--- src/rtl/adc_multi_ch_avg.sv ---
// adc_multi_ch_avg: multi-channel XADC sequencer readout with per-slot block averaging.
// Each in-range end-of-conversion edge starts one DRP read. The truncated sample
// goes into that channel slot's power-of-two accumulator. The latest average of any
// slot can be selected for downstream display logic.
// Optional build macro: ADC_PEAK_HOLD_EN adds per-slot raw-sample peak registers,
// the sel_peak output and the peak_clr input.
module adc_multi_ch_avg #(
  parameter int         NUM_CH   = 4,
  parameter logic [4:0] CH_BASE  = 5'd22,
  parameter int         OUT_W    = 12,
  parameter int         AVG_LOG2 = 2,
  parameter int         TIMEOUT  = 64,
  parameter int         CH_W     = 2
) (
  input  logic              clk,
  input  logic              rstn,
  input  logic              eoc_in,
  input  logic [4:0]        channel_in,
  output logic              den_out,
  output logic [6:0]        daddr_out,
  input  logic              drdy_in,
  input  logic [15:0]       do_in,
  input  logic [CH_W-1:0]   sel_ch,
  output logic [OUT_W-1:0]  sel_value,
  output logic              sel_valid,
  output logic              sample_strobe,
  output logic [CH_W-1:0]   sample_ch,
  output logic              err_timeout,
  output logic              err_overrun
`ifdef ADC_PEAK_HOLD_EN
  ,
  input  logic              peak_clr,
  output logic [OUT_W-1:0]  sel_peak
`endif
);

  localparam int ACC_W = OUT_W + AVG_LOG2;
  // A zero-width counter is not legal, so pass-through mode keeps one bit that never moves.
  localparam int CNT_W = (AVG_LOG2 > 0) ? AVG_LOG2 : 1;
  localparam logic [CNT_W-1:0] CNT_LAST = CNT_W'((1 << AVG_LOG2) - 1);
  localparam int TMO_W = $clog2(TIMEOUT + 1);
  localparam logic [TMO_W-1:0] TMO_LAST = TMO_W'(TIMEOUT - 1);

  typedef enum logic [1:0] {
    S_IDLE  = 2'd0,
    S_REQ   = 2'd1,
    S_WAIT  = 2'd2,
    S_ACCUM = 2'd3
  } state_t;

  state_t           state_r;
  logic             eoc_d_r;
  logic [CH_W-1:0]  slot_r;
  logic [TMO_W-1:0] tmo_cnt_r;
  logic [OUT_W-1:0] sample_r;
  logic [ACC_W-1:0] acc_r    [NUM_CH];
  logic [CNT_W-1:0] cnt_r    [NUM_CH];
  logic [OUT_W-1:0] result_r [NUM_CH];
  logic             valid_r  [NUM_CH];

  logic             eoc_edge_s;
  logic [5:0]       ch_off_s;
  logic             in_range_s;
  logic [CH_W-1:0]  slot_s;
  logic [ACC_W-1:0] sum_s;
  logic [OUT_W-1:0] avg_s;

  // Edge detect, channel window check and the accumulator datapath for the active slot.
  always_comb begin
    eoc_edge_s = eoc_in & ~eoc_d_r;
    // Below-base channels wrap to large offsets in 6 bits, so one compare covers both ends.
    ch_off_s   = {1'b0, channel_in} - {1'b0, CH_BASE};
    in_range_s = (ch_off_s < 6'(NUM_CH));
    slot_s     = CH_W'(ch_off_s);
    sum_s      = acc_r[slot_r] + ACC_W'(sample_r);
    avg_s      = OUT_W'(sum_s >> AVG_LOG2);
  end

  // Register eoc once so that a level held across cycles starts only one read.
  always_ff @(posedge clk or negedge rstn) begin
    if (!rstn) begin
      eoc_d_r <= 1'b0;
    end else begin
      eoc_d_r <= eoc_in;
    end
  end

  // Read-sequence FSM with DRP handshake, timeout, per-slot accumulation and error flags.
  always_ff @(posedge clk or negedge rstn) begin
    if (!rstn) begin
      state_r       <= S_IDLE;
      slot_r        <= '0;
      tmo_cnt_r     <= '0;
      sample_r      <= '0;
      den_out       <= 1'b0;
      daddr_out     <= 7'd0;
      sample_strobe <= 1'b0;
      sample_ch     <= '0;
      err_timeout   <= 1'b0;
      err_overrun   <= 1'b0;
      for (int i = 0; i < NUM_CH; i++) begin
        acc_r[i]    <= '0;
        cnt_r[i]    <= '0;
        result_r[i] <= '0;
        valid_r[i]  <= 1'b0;
      end
    end else begin
      den_out       <= 1'b0;
      sample_strobe <= 1'b0;
      // No queueing: a conversion reported while a read is in flight is lost.
      if (eoc_edge_s && (state_r != S_IDLE)) begin
        err_overrun <= 1'b1;
      end
      case (state_r)
        S_IDLE: begin
          if (eoc_edge_s && in_range_s) begin
            daddr_out <= {2'b00, channel_in};
            slot_r    <= slot_s;
            den_out   <= 1'b1;
            state_r   <= S_REQ;
          end
        end
        S_REQ: begin
          tmo_cnt_r <= '0;
          state_r   <= S_WAIT;
        end
        S_WAIT: begin
          if (drdy_in) begin
            sample_r <= do_in[15 -: OUT_W];
            state_r  <= S_ACCUM;
          end else if (tmo_cnt_r == TMO_LAST) begin
            err_timeout <= 1'b1;
            state_r     <= S_IDLE;
          end else begin
            tmo_cnt_r <= tmo_cnt_r + TMO_W'(1);
          end
        end
        S_ACCUM: begin
          if (cnt_r[slot_r] == CNT_LAST) begin
            result_r[slot_r] <= avg_s;
            acc_r[slot_r]    <= '0;
            cnt_r[slot_r]    <= '0;
            valid_r[slot_r]  <= 1'b1;
            sample_strobe    <= 1'b1;
            sample_ch        <= slot_r;
          end else begin
            acc_r[slot_r] <= sum_s;
            cnt_r[slot_r] <= cnt_r[slot_r] + CNT_W'(1);
          end
          state_r <= S_IDLE;
        end
        default: begin
          state_r <= S_IDLE;
        end
      endcase
    end
  end

  // Present the selected slot; indices past the last slot read as empty.
  always_comb begin
    sel_value = '0;
    sel_valid = 1'b0;
    if (int'(sel_ch) < NUM_CH) begin
      sel_value = result_r[sel_ch];
      sel_valid = valid_r[sel_ch];
    end else begin
      sel_value = '0;
      sel_valid = 1'b0;
    end
  end

`ifdef ADC_PEAK_HOLD_EN
  logic [OUT_W-1:0] peak_r [NUM_CH];

  // Track the largest raw sample per slot; a clear request beats a same-cycle update.
  always_ff @(posedge clk or negedge rstn) begin
    if (!rstn) begin
      for (int i = 0; i < NUM_CH; i++) begin
        peak_r[i] <= '0;
      end
    end else if (peak_clr) begin
      for (int i = 0; i < NUM_CH; i++) begin
        peak_r[i] <= '0;
      end
    end else if ((state_r == S_ACCUM) && (sample_r > peak_r[slot_r])) begin
      peak_r[slot_r] <= sample_r;
    end
  end

  // Peak of the selected slot, empty for indices past the last slot.
  always_comb begin
    sel_peak = '0;
    if (int'(sel_ch) < NUM_CH) begin
      sel_peak = peak_r[sel_ch];
    end else begin
      sel_peak = '0;
    end
  end
`endif

endmodule

--- config.mk ---
export PLATFORM = sky130hd
export DESIGN_NAME = adc_multi_ch_avg
export DESIGN_NICKNAME = d
export VERILOG_FILES = /design/src/rtl/adc_multi_ch_avg.sv
export SDC_FILE = /design/constraint.sdc
export NUM_CORES = 1
export LEC_CHECK = 0
export ABC_AREA = 0
export BUFFER_PORTS_ARGS = -buffer_cell sky130_fd_sc_hd__buf_2
export CAP_MARGIN = 40
export CORE_MARGIN = 2
export CORE_UTILIZATION = 30
export CTS_CLUSTER_SIZE = 8
export DETAILED_ROUTE_END_ITERATION = 8
export HOLD_SLACK_MARGIN = 0.12
export PLACE_DENSITY = 0.57
export RECOVER_POWER = 100
export SYNTH_ARGS = -nofsm -noshare
export SYNTH_HDL_FRONTEND = slang
export SYNTH_SLANG_ARGS = --single-unit
--- constraint.sdc ---
create_clock -name clk -period 11.3 [get_ports clk]
set_clock_uncertainty 0.15 [all_clocks]
set_input_delay 1.13 -clock clk [delete_from_list [all_inputs] [get_ports clk]]
set_output_delay 1.13 -clock clk [all_outputs]
set_load 0.005 [all_outputs]
==> results.yml, run 1 <==
power:
  p_sw_uw: 919
  p_sw_share_pct: 39.7
  p_leak_uw: 0.00371
  peakVddDrop_mv: 0.108
  pwr-share-seq_pct: 33.8
  powerDensity_mw_per_mm2: 283
  power_uw: 2310
  power_frac_clock_pct: 24.8
  comb_power_share_pct: 41.4
  internal_power_uw: 1400
worst_setup_path:
  path_depth: 2
  r2r_cells: 8
  cp_top_family: "buffers and inverters"
  critPathBufInv: 2
  cpMaxStageDelayCell: "clkbuf_1"
  crit_fanout: 51
  crit_arrival_ns: 5.13
  start_kind: "input pin"
  worst_path_largest_cell_delay_ns: 2.07
  critical_path_class: "in2async"
  cp.required_ns: 11.08
  cpMostUsedCell: "clkbuf_1"
  cp-end-kind: "asynchronous set/reset pin"
  ff2ff_setup_slack_ns: 6.54
  crit_path_cell_trace: "clkbuf_1, clkbuf_1"
finish:
  layout-drive-gt1-share_pct: 16.4
  area_growth_pct: 14.9
  antenna_cells: 0
  nets: 719
floorplan:
  core_mm2: 0.0233
  floorplan.rows: 56
  die_h_um: 158
  die_w_um: 158
  start_util_pct: 30.4
  io_pins: 53
  die_area_mm2: 0.0249
sta:
  fmax_ghz: 0.187
  drv_slew: 155
  final.period_utilization_pct: 47.3
  finalCriticalPeriod_ns: 5.35
  finalSetupTns_ns: 0
  maxSlewHeadroom_pct: -84.6
  finalHoldViolCount: 0
  tightest_slew_ns: 2.77
  rsz0062_at_grt: "false"
  finalSetupViolations: 0
routing:
  via_per_inst: 4.88
  antenna_left: 0
  drtIter0Drc: 381
  first_pass_iters: 4
  vias: 4912
  drc: 0
  wl_mm: 16.3
  wl_per_cell_um: 16.2
clocking:
  post_cts_buffers: 0
  cts_tree: "yes"
  cts_buffers: 17
  cts.sinks: 150
  cts_buffer_depth: 2
  hold_buffers: 0
  ctsResizeCount: 0
  insertion_delay_ns: 0.42
  htree_levels: 4
  clkSlewWorstSetupHoldPaths_ns: 0.06
  cts-root-buf: "clkbuf_16"
run_status:
  failed_checks: "max-capacitance violations, max-slew violations"
  status: "finished, violations left"
global_route:
  use_met1_pct: 18.8
  grt_pass1_wl_mm: 26.7
  use_met2_pct: 22.6
  grtUsageMet3_pct: 3.12
  grtUsageTotal_pct: 14.0
  grt_overflow_total: 0
  grt_pass1_vias: 4833
  antenna_found_initial: 0
  grt_busiest_layer: "met2"
  grt_max_degree: 52
synth:
  synth_top_area_cell: "dfrtp_1"
  synthArstFlopShare_pct: 100
  syn_inst: 639
  ys_seq_elements: 150
  netlist_area_mm2: 0.00710
  synth_ff_type: "dfrtp_1"
  synth_cell_types: 49
  synth_top_area_share_pct: 52.8
  synth_edf_count: 0
  yosysSeqAreaShare_pct: 52.8
  syn_avg_cell_area_um2: 11.1
  ys.warnings.count: 0
  ys_top_cells_by_area: "dfrtp_1 (53%), mux4_2 (8.6%), nand2_1 (6.2%), o21ai_0 (6.1%), mux2_2 (3.0%)"
placed_design:
  io_buffers: 46
  place_congestion: 0.814
  hpwlAfterDp_mm: 10.7
flow_run:
  maxCapViolCount: 3
worst_hold_path:
  hp-class: "reg2reg"
  min_path_cells: 1
## cell families after synthesis
group	Yosys count	synth area share, %
simple gates	190	12.1
flops	150	52.8
other cells	1	0.0528
compound gates	168	14.7
mux	53	12.6
xor+xnor	12	1.80
buf+inv	49	2.91
fa+ha+maj	16	2.92
## power by group through the flow
stage / sequential [uW] / clock [uW] / combinational [uW]
CTS: 782 / 586 / 999
global placement: 785 / 0 / 985
floorplan: 747 / 0 / 738
finish: 781 / 575 / 958
global route: 803 / 610 / 1070
detailed placement: 790 / 0 / 995
## cells in the final DEF, fill, tap and decap left out, drive strengths merged, types with 4 or more instances in the layout
cell type | synthesis | layout
dfrtp | 150 | 150
nand2 | 117 | 117
o21ai | 89 | 89
clkbuf | 29 | 43
buf | 11 | 32
mux4 | 27 | 27
mux2 | 19 | 19
o31ai | 17 | 17
ha | 15 | 15
a21oi | 12 | 12
nor2 | 12 | 12
a21o | 11 | 11
nand2b | 10 | 10
nand4 | 10 | 10
inv | 9 | 9
a22o | 9 | 9
nand3 | 8 | 8
xnor2 | 8 | 8
o211ai | 8 | 8
mux2i | 7 | 7
nor3 | 6 | 6
clkinv | 0 | 6
and3 | 5 | 5
a211oi | 5 | 5
a211o | 5 | 5
or2 | 5 | 5
xor2 | 4 | 4
or3 | 4 | 4
nor4 | 4 | 4
clkinvlp | 0 | 4
## flip-flops by register name, summed over array words and instances, names as in the netlist, 2 cells and up
register	cells
valid_r	4
slot_r	2
sample_r	12
daddr_out	4
state_r	2
result_r	48
tmo_cnt_r	7
sample_ch	2
cnt_r	8
acc_r	56
## per-layer routing
layer | share of wire, % | vias to the layer above
li1 | - | 2380
met1 | 45 | 2435
met2 | 49 | 79
met3 | 3.9 | 18
met4 | 1.8 | 0
met5 | 0 | -
## cell usage after synthesis (all sizes together) (10+ instances only)
master,number
a21o,11
a21oi,12
buf,11
clkbuf,29
dfrtp,150
ha,15
mux2,19
mux4,27
nand2,117
nand2b,10
nand4,10
nor2,12
o21ai,89
o31ai,17
## layout make-up
class | instances | area (um2)
multi-input combinational | 441 | 3110
timing repair buffer | 57 | 267
clock inverter | 13 | 158
tap | 319 | 399
sequential | 150 | 3750
inverter | 9 | 33.8
clock buffer | 18 | 439
fill | 2332 | 15200
## stage by stage
stage	hold slack (ns)	utilization [%]	cells	area [um2]	worst slack, ns
2_1_floorplan	0.279	-	640	7110	7.74
3_3_place_gp	0.286	32.7	973	7630	7.36
3_5_place_dp	0.291	33.0	976	7700	7.31
4_1_cts	0.316	35.5	1007	8290	7.28
5_1_grt	0.326	35.0	1007	8160	4.98
6_report	0.315	35.0	1007	8160	5.95
## worst paths after layout
kind	endpoint	from
worst max-delay path	result_r[6]	rstn
worst min-delay path	valid_r[1]	valid_r[1]
worst max register to register	result_r[7]	slot_r[0]
worst min register to register	valid_r[1]	valid_r[1]
max in group clk	result_r[7]	slot_r[0]
min in group asynchronous	daddr_out[4]	rstn
Note: power is estimated with default switching activity, not from simulation.
==> run 2: changes to the inputs <==
==> constraint.sdc (replaced) <==
create_clock -name clk -period 5.25 [get_ports clk]
set_clock_uncertainty 0.15 [all_clocks]
set_input_delay 0.525 -clock clk [delete_from_list [all_inputs] [get_ports clk]]
set_output_delay 0.525 -clock clk [all_outputs]
set_load 0.005 [all_outputs]
==> results.yml, run 2 (synthesis results as in run 1) <==
finish:
  top_regs: "acc_r (56), result_r (48), sample_r (12)"
  design_area_mm2: 0.00823
  antenna_cells: 0
  layout-drive-gt1-share_pct: 17.8
  seq_area_mm2: 0.00375
  nets: 721
  largest_reg_flops: 56
  fill_cells: 2312
  area_growth_pct: 15.9
  max_flop_register: "acc_r"
  final_common_cell: "dfrtp_1"
  layout_common_cells: "dfrtp_1 (150), nand2_1 (117), o21ai_0 (87)"
  multi_input_area_mm2: 0.00313
sta:
  fmax_ghz: 0.231
  finalSetupViolations: 0
  drv_slew: 100
  maxSlewHeadroom_pct: -27.1
  final.period_utilization_pct: 82.5
  finalCriticalPeriod_ns: 4.33
  tightest_slew_ns: 1.91
  finalSetupTns_ns: 0
  finalHoldViolCount: 0
  rsz0062_at_grt: "false"
worst_setup_path:
  cpMostUsedCell: "o21ai_0"
  crit_fanout: 9
  r2r_cells: 8
  ff2ff_setup_slack_ns: 0.92
  reg2reg_from: "slot_r[0]"
  crit_path_cell_trace: "clkbuf_1, mux4_2, ha_1, and3_1, a211oi_1, o21ai_0, xnor2_1, o21ai_0"
  crit_end: "result_r[17]"
  cpMaxStageDelayCell: "a211oi_1"
  reg2reg_to: "result_r[17]"
  cp-end-kind: "flip-flop"
  cp.required_ns: 5.39
  start_kind: "flip-flop"
  cp-startpoint: "slot_r[0]"
  worst_path_largest_cell_delay_ns: 0.85
  crit_arrival_ns: 4.47
  critical_path_class: "reg2reg"
routing:
  drc: 0
  vias: 4898
  via_per_inst: 4.85
  drtIter0Drc: 331
  wl_per_cell_um: 16.0
  first_pass_iters: 4
  antenna_left: 0
  wl_mm: 16.2
clocking:
  htree_levels: 4
  cts.sinks: 150
  hold_buffers: 2
  cts-root-buf: "clkbuf_16"
  cts_buffer_depth: 2
  cts_buffers: 17
  clkSlewWorstSetupHoldPaths_ns: 0.06
  ctsResizeCount: 0
  cts_tree: "yes"
  insertion_delay_ns: 0.42
  post_cts_buffers: 0
worst_hold_path:
  hp-class: "in2reg"
power:
  peakVddDrop_mv: 0.243
  powerDensity_mw_per_mm2: 610
  p_leak_uw: 0.00375
  power_uw: 5020
flow_run:
  maxCapViolCount: 2
placed_design:
  hpwlAfterDp_mm: 10.8
  io_buffers: 46
  place_area_mm2: 0.00768
  place_congestion: 0.836
global_route:
  grt_max_degree: 64
  grtUsageTotal_pct: 13.9
  antenna_found_initial: 0
  grt_pass1_wl_mm: 26.4
  grt_overflow_total: 0
  grt_pass1_vias: 4837
floorplan:
  floorplan.rows: 56
  die_h_um: 158
  die_w_um: 158
  io_pins: 53
  start_util_pct: 30.4
  core_mm2: 0.0233
  die_area_mm2: 0.0249
run_status:
  failed_checks: "max-capacitance violations, max-slew violations"
  status: "finished, violations left"
run 2: cell types whose count changed in the layout (fill, tap and decap cells not counted), moves of 3 or more:
cell	delta
or2_0	-3
clkbuf_1	-6
or2_2	+3
buf_2	+3
run 2: layout make-up:
| type | instances | share of cell area (%) |
|---|---|---|
| clock buffers | 19 | 5.38 |
| clock inverters | 12 | 1.89 |
| inverters | 9 | 0.410 |
| multi-input cells | 441 | 38.0 |
| flip-flops and latches | 150 | 45.6 |
| well taps | 319 | 4.85 |
| repair buffers | 59 | 3.85 |
run 2: worst min-delay path by stage:
stage	from	endpoint	cells after the start
after global routing	do_in[12]	sample_r[8]	2
after floorplan	rstn	acc_r[0]	0
final	channel_in[1]	slot_r[1]	2
after global placement	rstn	sample_r[2]	1
after detailed placement	rstn	daddr_out[4]	1
after CTS	channel_in[1]	slot_r[1]	2
run 2: stage by stage:
step	hold WS [ns]	util [%]	setup slack, ns	std cells
floorplan	0.0794	-	1.69	640
global placement	0.285	32.7	1.38	974
detailed placement	0.286	32.9	1.33	976
CTS	0.159	35.6	1.29	1009
global route	0.161	35.3	0.567	1009
finish	0.175	35.3	0.920	1009
run 2: routing by layer:
metal	vias up	share of wire [%]	track usage (%)
met1	2435	46	18.2
met4	0	1.7	4.85
li1	2373	-	-
met5	-	0	0
met3	18	3.0	3.50
met2	72	50	22.3
run 2: worst max-delay path, delay by kind of cell, from the launching register on:
| kind | cells | cell delay, ns |
|---|---|---|
| AO/OA/AOI/OAI | 3 | 1.39 |
| flip-flops | 1 | 0.61 |
| buffers and inverters | 1 | 0.46 |
| XOR/XNOR | 1 | 0.46 |
| adder cells (fa/ha/maj) | 1 | 0.35 |
| multiplexers | 1 | 0.57 |
| AND/OR/NAND/NOR | 1 | 0.20 |
run 2: power by group:
part	leakage (uW)	internal (uW)	switching (uW)
clock	0.000277	756	486
sequential	0.00201	1470	218
combinational	0.00146	804	1290
total	0.00375	3030	1990
